--- src/rtl/pc_unit.sv ---
// Fetch-stage program counter: selects the next PC from sequential, branch,
// jump, exception-vector or exception-return sources; saves EPC on exceptions.
// Optional build macro PC_ALIGN_CHECK_EN traps misaligned redirect targets.
module pc_unit #(
  parameter int               WIDTH        = 32,
  parameter int               INC          = 4,
  parameter logic [WIDTH-1:0] RESET_VECTOR = '0,
  parameter logic [WIDTH-1:0] EXC_VECTOR   = WIDTH'(32'h0000_0080)
) (
  input  logic             clk,
  input  logic             rst,
  input  logic             stall,
  input  logic             br_taken,
  input  logic [WIDTH-1:0] br_target,
  input  logic             jmp,
  input  logic [WIDTH-1:0] jmp_target,
  input  logic             exc,
  input  logic             eret,
  output logic [WIDTH-1:0] pc,
  output logic [WIDTH-1:0] pc_plus,
  output logic             pc_valid,
  output logic [WIDTH-1:0] epc,
  output logic             redirected,
  output logic             misalign
);

  typedef enum logic [1:0] {
    ST_BOOT = 2'd0,
    ST_RUN  = 2'd1,
    ST_EXC  = 2'd2
  } state_t;

  typedef struct packed {
    logic             hit;
    logic [WIDTH-1:0] addr;
  } redirect_t;

  localparam logic [WIDTH-1:0] INC_W = WIDTH'(INC);

  state_t           state, stateNext;
  logic [WIDTH-1:0] pcNext, epcNext;
  logic             redirNext;
  redirect_t        redir;

`ifdef PC_ALIGN_CHECK_EN
  localparam logic [WIDTH-1:0] ALIGN_MASK = WIDTH'(INC - 1);
  logic misNext;
`endif

  assign pc_plus = pc + INC_W;

  // Only the highest-priority redirect target is considered (and checked).
  always_comb begin
    redir = '0;
    if (eret) begin
      redir.hit  = 1'b1;
      redir.addr = epc;
    end else if (jmp) begin
      redir.hit  = 1'b1;
      redir.addr = jmp_target;
    end else if (br_taken) begin
      redir.hit  = 1'b1;
      redir.addr = br_target;
    end
  end

  always_comb begin
    stateNext = state;
    pcNext    = pc;
    epcNext   = epc;
    redirNext = 1'b0;
`ifdef PC_ALIGN_CHECK_EN
    misNext   = 1'b0;
`endif
    case (state)
      ST_RUN: begin
        if (exc) begin
          epcNext   = pc;
          pcNext    = EXC_VECTOR;
          redirNext = 1'b1;
          stateNext = ST_EXC;
        end else if (redir.hit) begin
`ifdef PC_ALIGN_CHECK_EN
          if ((redir.addr & ALIGN_MASK) != '0) begin
            misNext   = 1'b1;
            epcNext   = pc;
            pcNext    = EXC_VECTOR;
            redirNext = 1'b1;
            stateNext = ST_EXC;
          end else
`endif
          begin
            pcNext    = redir.addr;
            redirNext = 1'b1;
          end
        end else if (!stall) begin
          pcNext = pc_plus;
        end
      end
      // Boot and exception bubbles hold pc and ignore every input.
      default: stateNext = ST_RUN;
    endcase
  end

  always_ff @(posedge clk or posedge rst) begin
    if (rst) begin
      state      <= ST_BOOT;
      pc         <= RESET_VECTOR;
      epc        <= '0;
      pc_valid   <= 1'b0;
      redirected <= 1'b0;
    end else begin
      state      <= stateNext;
      pc         <= pcNext;
      epc        <= epcNext;
      pc_valid   <= (stateNext == ST_RUN);
      redirected <= redirNext;
    end
  end

`ifdef PC_ALIGN_CHECK_EN
  always_ff @(posedge clk or posedge rst) begin
    if (rst) misalign <= 1'b0;
    else     misalign <= misNext;
  end
`else
  assign misalign = 1'b0;
`endif

endmodule
--- config.mk ---
export PLATFORM = sky130hd
export DESIGN_NAME = pc_unit
export DESIGN_NICKNAME = d
export VERILOG_FILES = /design/src/rtl/pc_unit.sv
export SDC_FILE = /design/constraint.sdc
export NUM_CORES = 1
export LEC_CHECK = 0
export ABC_AREA = 1
export CORE_UTILIZATION = 25
export DETAILED_ROUTE_END_ITERATION = 12
export PLACE_DENSITY_LB_ADDON = 0.2
export SLEW_MARGIN = 20
export SYNTH_ARGS = -nofsm -noshare
export SYNTH_HDL_FRONTEND = slang
export SYNTH_SLANG_ARGS = --single-unit
export TNS_END_PERCENT = 50
--- constraint.sdc ---
create_clock -name clk -period 3.57 [get_ports clk]
set_input_delay 0.714 -clock clk [delete_from_list [all_inputs] [get_ports clk]]
set_output_delay 0.714 -clock clk [all_outputs]
set_load 0.01 [all_outputs]
After elaboration in Yosys (flattened, before gate mapping)
Index checks and enable logic that the tools add are counted.
- flip-flop bits (word level): 68
- input port bits: 71
- output and inout port bits: 99
- word-level logic and storage cells: 22
- add/subtract/negate cells: 1
- equality and inequality tests: 3
- multiplexer cells: 11
- reduce and logical (&&, ||, !) cells: 2
- operators by type and width (operator ; count):
    2-to-1 mux 33 bit ; 3
    2-to-1 mux 32 bit ; 3
    adder 32 x 3 -> 32 bit, second input constant ; 1
    equality test 2 x 1 -> 1 bit, second input constant ; 2
    2-to-1 mux 2 bit ; 2
    AND reduction 2 bit ; 2
    2-to-1 mux 1 bit ; 3
    inequality test 3 x 1 -> 1 bit, second input constant ; 1

Depth between registers and ports, before layout
- depth in word-level cells: 6
- depth in mapped cells: 11
- gate-level depth less buffers: 11

Least setup slack after synthesis
Ideal clock, no wire load.
- kind: register to output
- start point: register pc[3]
- end point: output pc_plus[16]
- data arrival time: 1384 ps
- path slack: 1472 ps
- stages on the path, launching flop included: 8
- path buffers: 0
- cells stage by stage: dfrtp_1 ha_1 nand2_1 nor2_4 nand2_1 nor2_1 xor2_1 inv_1
- longest elaborated chain between the ends: 1
- ends and longest elaborated chain (what ; RTL line ; RTL):
    from (decl) ; 19 ; output logic [WIDTH-1:0] pc,
    from (signal assigned) ; 114 ; pc <= pcNext;
    adder 32 x 3 -> 32 bit ; 50 ; assign pc_plus = pc + INC_W;
    to (decl) ; 20 ; output logic [WIDTH-1:0] pc_plus,
No other way between the ends.

Worst setup path in the final report
- start point: register pc[4]
- end point: output pc_plus[31]
Same word-level chain as after synthesis.

==> Implementation_results.wiki <==
{| class="wikitable"
! Metric !! Value
|-
| Routing usage on met3 || 0.0387
|-
| Final cell area excluding filler cells || 0.00649 mm²
|-
| Area inside the core boundary || 0.0166 mm²
|-
| Total Routed Length || 16.6 mm
|-
| Hold-fix buffer count after cts || 0
|-
| Type of element capturing the critical path || primary output
|-
| Total grt overflow || 0
|-
| Remaining number of nets flagged by the antenna check after routing || 0
|-
| Relative slew slack || 0.369
|-
| Crit-path cells || nand3_1 > inv_1 > nand2_1 > nor2_1 > nand3b_1 > nand2_1 > clkdlybuf4s50_1
|-
| RSZ-0062 raised after global routing || no
|-
| CTS tree || built
|-
| Row count || 47
|-
| Post-CTS setup buffer count || 0
|-
| Number of nets in the layout || 896
|-
| Number of maximum-capacitance violations || 0
|-
| Wirelength per Cell || 15.8 µm
|-
| Number of global-route vias before repair || 4742
|-
| Max-slew violations || 0
|-
| Synth-to-Final Area Change || 52.0%
|-
| Initial Util || 0.256
|-
| Via count || 4747
|-
| Final HPWL from detailed placement || 12.1 mm
|-
| Power per standard cell area || 473 mW/mm²
|-
| H-tree levels || 3
|-
| Mean instance size in the synthesized netlist || 6.44 µm²
|-
| Clock buffers created by TritonCTS || 9
|-
| Met2 Usage GRT || 0.328
|-
| Die Area || 0.0176 mm²
|-
| Final standard cell count with taps included and fillers excluded || 1049
|-
| Pre-CTS setup slack || 0.688 ns
|-
| Worst setup slack after layout || 0.313 ns
|-
| Worst stage delay on the critical path || 0.56 ns
|-
| Sinks on Clock Net || 68
|-
| Share of layout cells above drive strength 1 || 0.0519
|-
| Number of antenna violations at the first check in global routing || 0
|-
| Critical path arrival || 2.54 ns
|-
| Placed cell count || 1033
|-
| Clk_skew || 0.00842 ns
|-
| Last weighted congestion value of the routability-driven placer || 0.806
|-
| M1 GR Usage || 0.259
|-
| Detailed-router iteration count before antenna repair || 5
|-
| Total of endpoints with negative setup slack in the final report || 0
|-
| Worst skew pair latency || 0.34 ns
|-
| Die outline height || 133 µm
|-
| Busiest layer in global routing || met2
|-
| Portion of the post-synthesis area used by sequential elements || 0.399
|-
| Final worst hold slack || 0.499 ns
|-
| Least-Margin Pin Slew || 0.945 ns
|-
| Number of antenna diodes || 0
|-
| Maximum number of pins on one net before global-route repair || 69
|-
| Max stage delay cell, worst path || sky130_fd_sc_hd__clkdlybuf4s50_1
|-
| Wire length of the first global-routing pass || 26.7 mm
|-
| Root cell of the clock tree || sky130_fd_sc_hd__clkbuf_16
|-
| Maximum net fanout on the critical path || 7
|-
| I/O pin count || 170
|-
| Tcrit/Tclk final || 0.912
|-
| Post-cts repair resize count || 0
|-
| WS Path Type || reg2out
|-
| Final Hold Viols || 0
|-
| Synthesis Warnings || 0
|-
| CP dominant cell by count || sky130_fd_sc_hd__nand2_1
|-
| Remaining routing DRC violations || 0
|-
| Clock-pin slew on the worst setup and hold paths || 0.06 ns
|-
| LEAKAGE || 2.81 nW
|-
| HP Class || reg2reg
|-
| Util after Layout || 0.390
|-
| Required time reported for the critical path endpoint || 2.86 ns
|-
| Count of input and output buffers || 168
|-
| Maximum frequency from static timing analysis || 307 MHz
|-
| Setup TNS || 0 ns
|-
| Area post-placement || 0.00618 mm²
|-
| Combined area of all synthesized cells || 0.00427 mm²
|-
| DRC marker count from the first detailed-route iteration || 268
|-
| Die W || 133 µm
|-
| Final min period || 3.26 ns
|-
| Synth unique cells || 28
|-
| Post-synthesis register bit count || 68
|-
| PnR Total Power || 3.07 mW
|-
| Per-cell via count in the routed design || 4.53
|-
| Max IR drop VDD || 0.000219 V
|-
| Max clock buf depth || 2
|-
| Status || complete, no violations
|-
| Post-synth net total || 735
|-
| Count of filler cells inserted in the layout || 1824
|-
| Post-synthesis instance total || 663
|-
| Nature of the critical path startpoint || flip-flop
|-
| Global-route total usage across every layer || 0.196
|}
## cells by family after synthesis
group / count (synthesis) / share of synthesized area
buffers and inverters: 81 / 0.0774
XOR/XNOR: 5 / 0.0103
AND/OR/NAND/NOR: 404 / 0.379
flip-flops: 68 / 0.399
AO/OA/AOI/OAI: 103 / 0.131
other: 1 / 0.000879
adder cells (fa/ha/maj): 1 / 0.00293
## per-layer routing
layer / vias up / part of all wire
li1: 2423 / -
met1: 2196 / 0.46
met2: 120 / 0.48
met3: 8 / 0.046
met4: 0 / 0.0081
met5: - / 0
## cells in the mapped netlist (all sizes together)
master | n | area share
dfrtp | 68 | 0.40
nand2 | 284 | 0.25
o211ai | 1 | 0.0029
ha | 1 | 0.0029
a22oi | 3 | 0.0053
clkinv | 1 | 0.00088
o22ai | 5 | 0.0073
a21oi | 19 | 0.022
a31oi | 2 | 0.0065
and2 | 2 | 0.0029
o21ai | 71 | 0.083
nand3b | 1 | 0.0018
inv | 52 | 0.046
clkbuf | 12 | 0.011
buf | 16 | 0.020
nor2 | 64 | 0.061
conb | 1 | 0.00088
nand3 | 53 | 0.062
a21boi | 2 | 0.0035
xor2 | 5 | 0.010
## report_power, final
| group | total (mW) | switching [mW] | internal, mW | leakage [nW] |
|---|---|---|---|---|
| registers | 1.07 | 0.159 | 0.916 | 0.891 |
| clock network | 0.918 | 0.359 | 0.559 | 0.144 |
| logic | 1.07 | 0.526 | 0.547 | 1.78 |
| total | 3.07 | 1.04 | 2.02 | 2.81 |
## worst paths after layout
| kind | startpoint | endpoint | slack [ns] | cells after the start |
|---|---|---|---|---|
| max | pc[4] | pc_plus[31] | 0.31 | 7 |
| min | epc[7] | epc[7] | 0.50 | 2 |
| max reg2reg | state[1] | epc[14] | 1.60 | 6 |
| min reg2reg | epc[7] | epc[7] | 0.50 | 2 |
| max in group asynchronous | rst | epc[21] | 2.47 | 3 |
| min in group asynchronous | rst | pc_valid | 0.77 | 3 |
## area by class of cell
class	count	area (µm²)	share of cell area
clock buffer	10	239	0.0368
clock inverter	6	63.8	0.00984
inverter	53	199	0.0307
multi-input combinational	514	2240	0.345
sequential	68	1700	0.262
tap	220	275	0.0424
timing repair buffer	178	1770	0.273
## critical path: cells and delay by family, from the launching register on
family | cells | cell delay, ns
simple gates | 5 | 1.07
flops | 1 | 0.44
buf+inv | 2 | 0.69
## sequential cells by signal (all words and copies together), names as in the netlist
name	cells
state	2
epc	32
pc_valid	1
pc	32
redirected	1
## placed cells by master (no fill, tap or decap), types with 2 or more instances in the layout
cell                              instances
sky130_fd_sc_hd__xor2_1                   5
sky130_fd_sc_hd__nor2_1                  57
sky130_fd_sc_hd__inv_2                    6
sky130_fd_sc_hd__nand2_1                282
sky130_fd_sc_hd__clkbuf_16                9
sky130_fd_sc_hd__o22ai_1                  5
sky130_fd_sc_hd__dfrtp_1                 68
sky130_fd_sc_hd__clkinvlp_4               2
sky130_fd_sc_hd__o21ai_0                 70
sky130_fd_sc_hd__nand2_2                  2
sky130_fd_sc_hd__clkdlybuf4s50_1        168
sky130_fd_sc_hd__a21oi_1                 19
sky130_fd_sc_hd__a21boi_0                 2
sky130_fd_sc_hd__clkinv_2                 2
sky130_fd_sc_hd__and2_1                   2
sky130_fd_sc_hd__nand3_1                 53
sky130_fd_sc_hd__buf_4                    9
sky130_fd_sc_hd__nor2_2                   6
sky130_fd_sc_hd__inv_1                   46
sky130_fd_sc_hd__a22oi_1                  3
(Power assumes the default switching activity.)
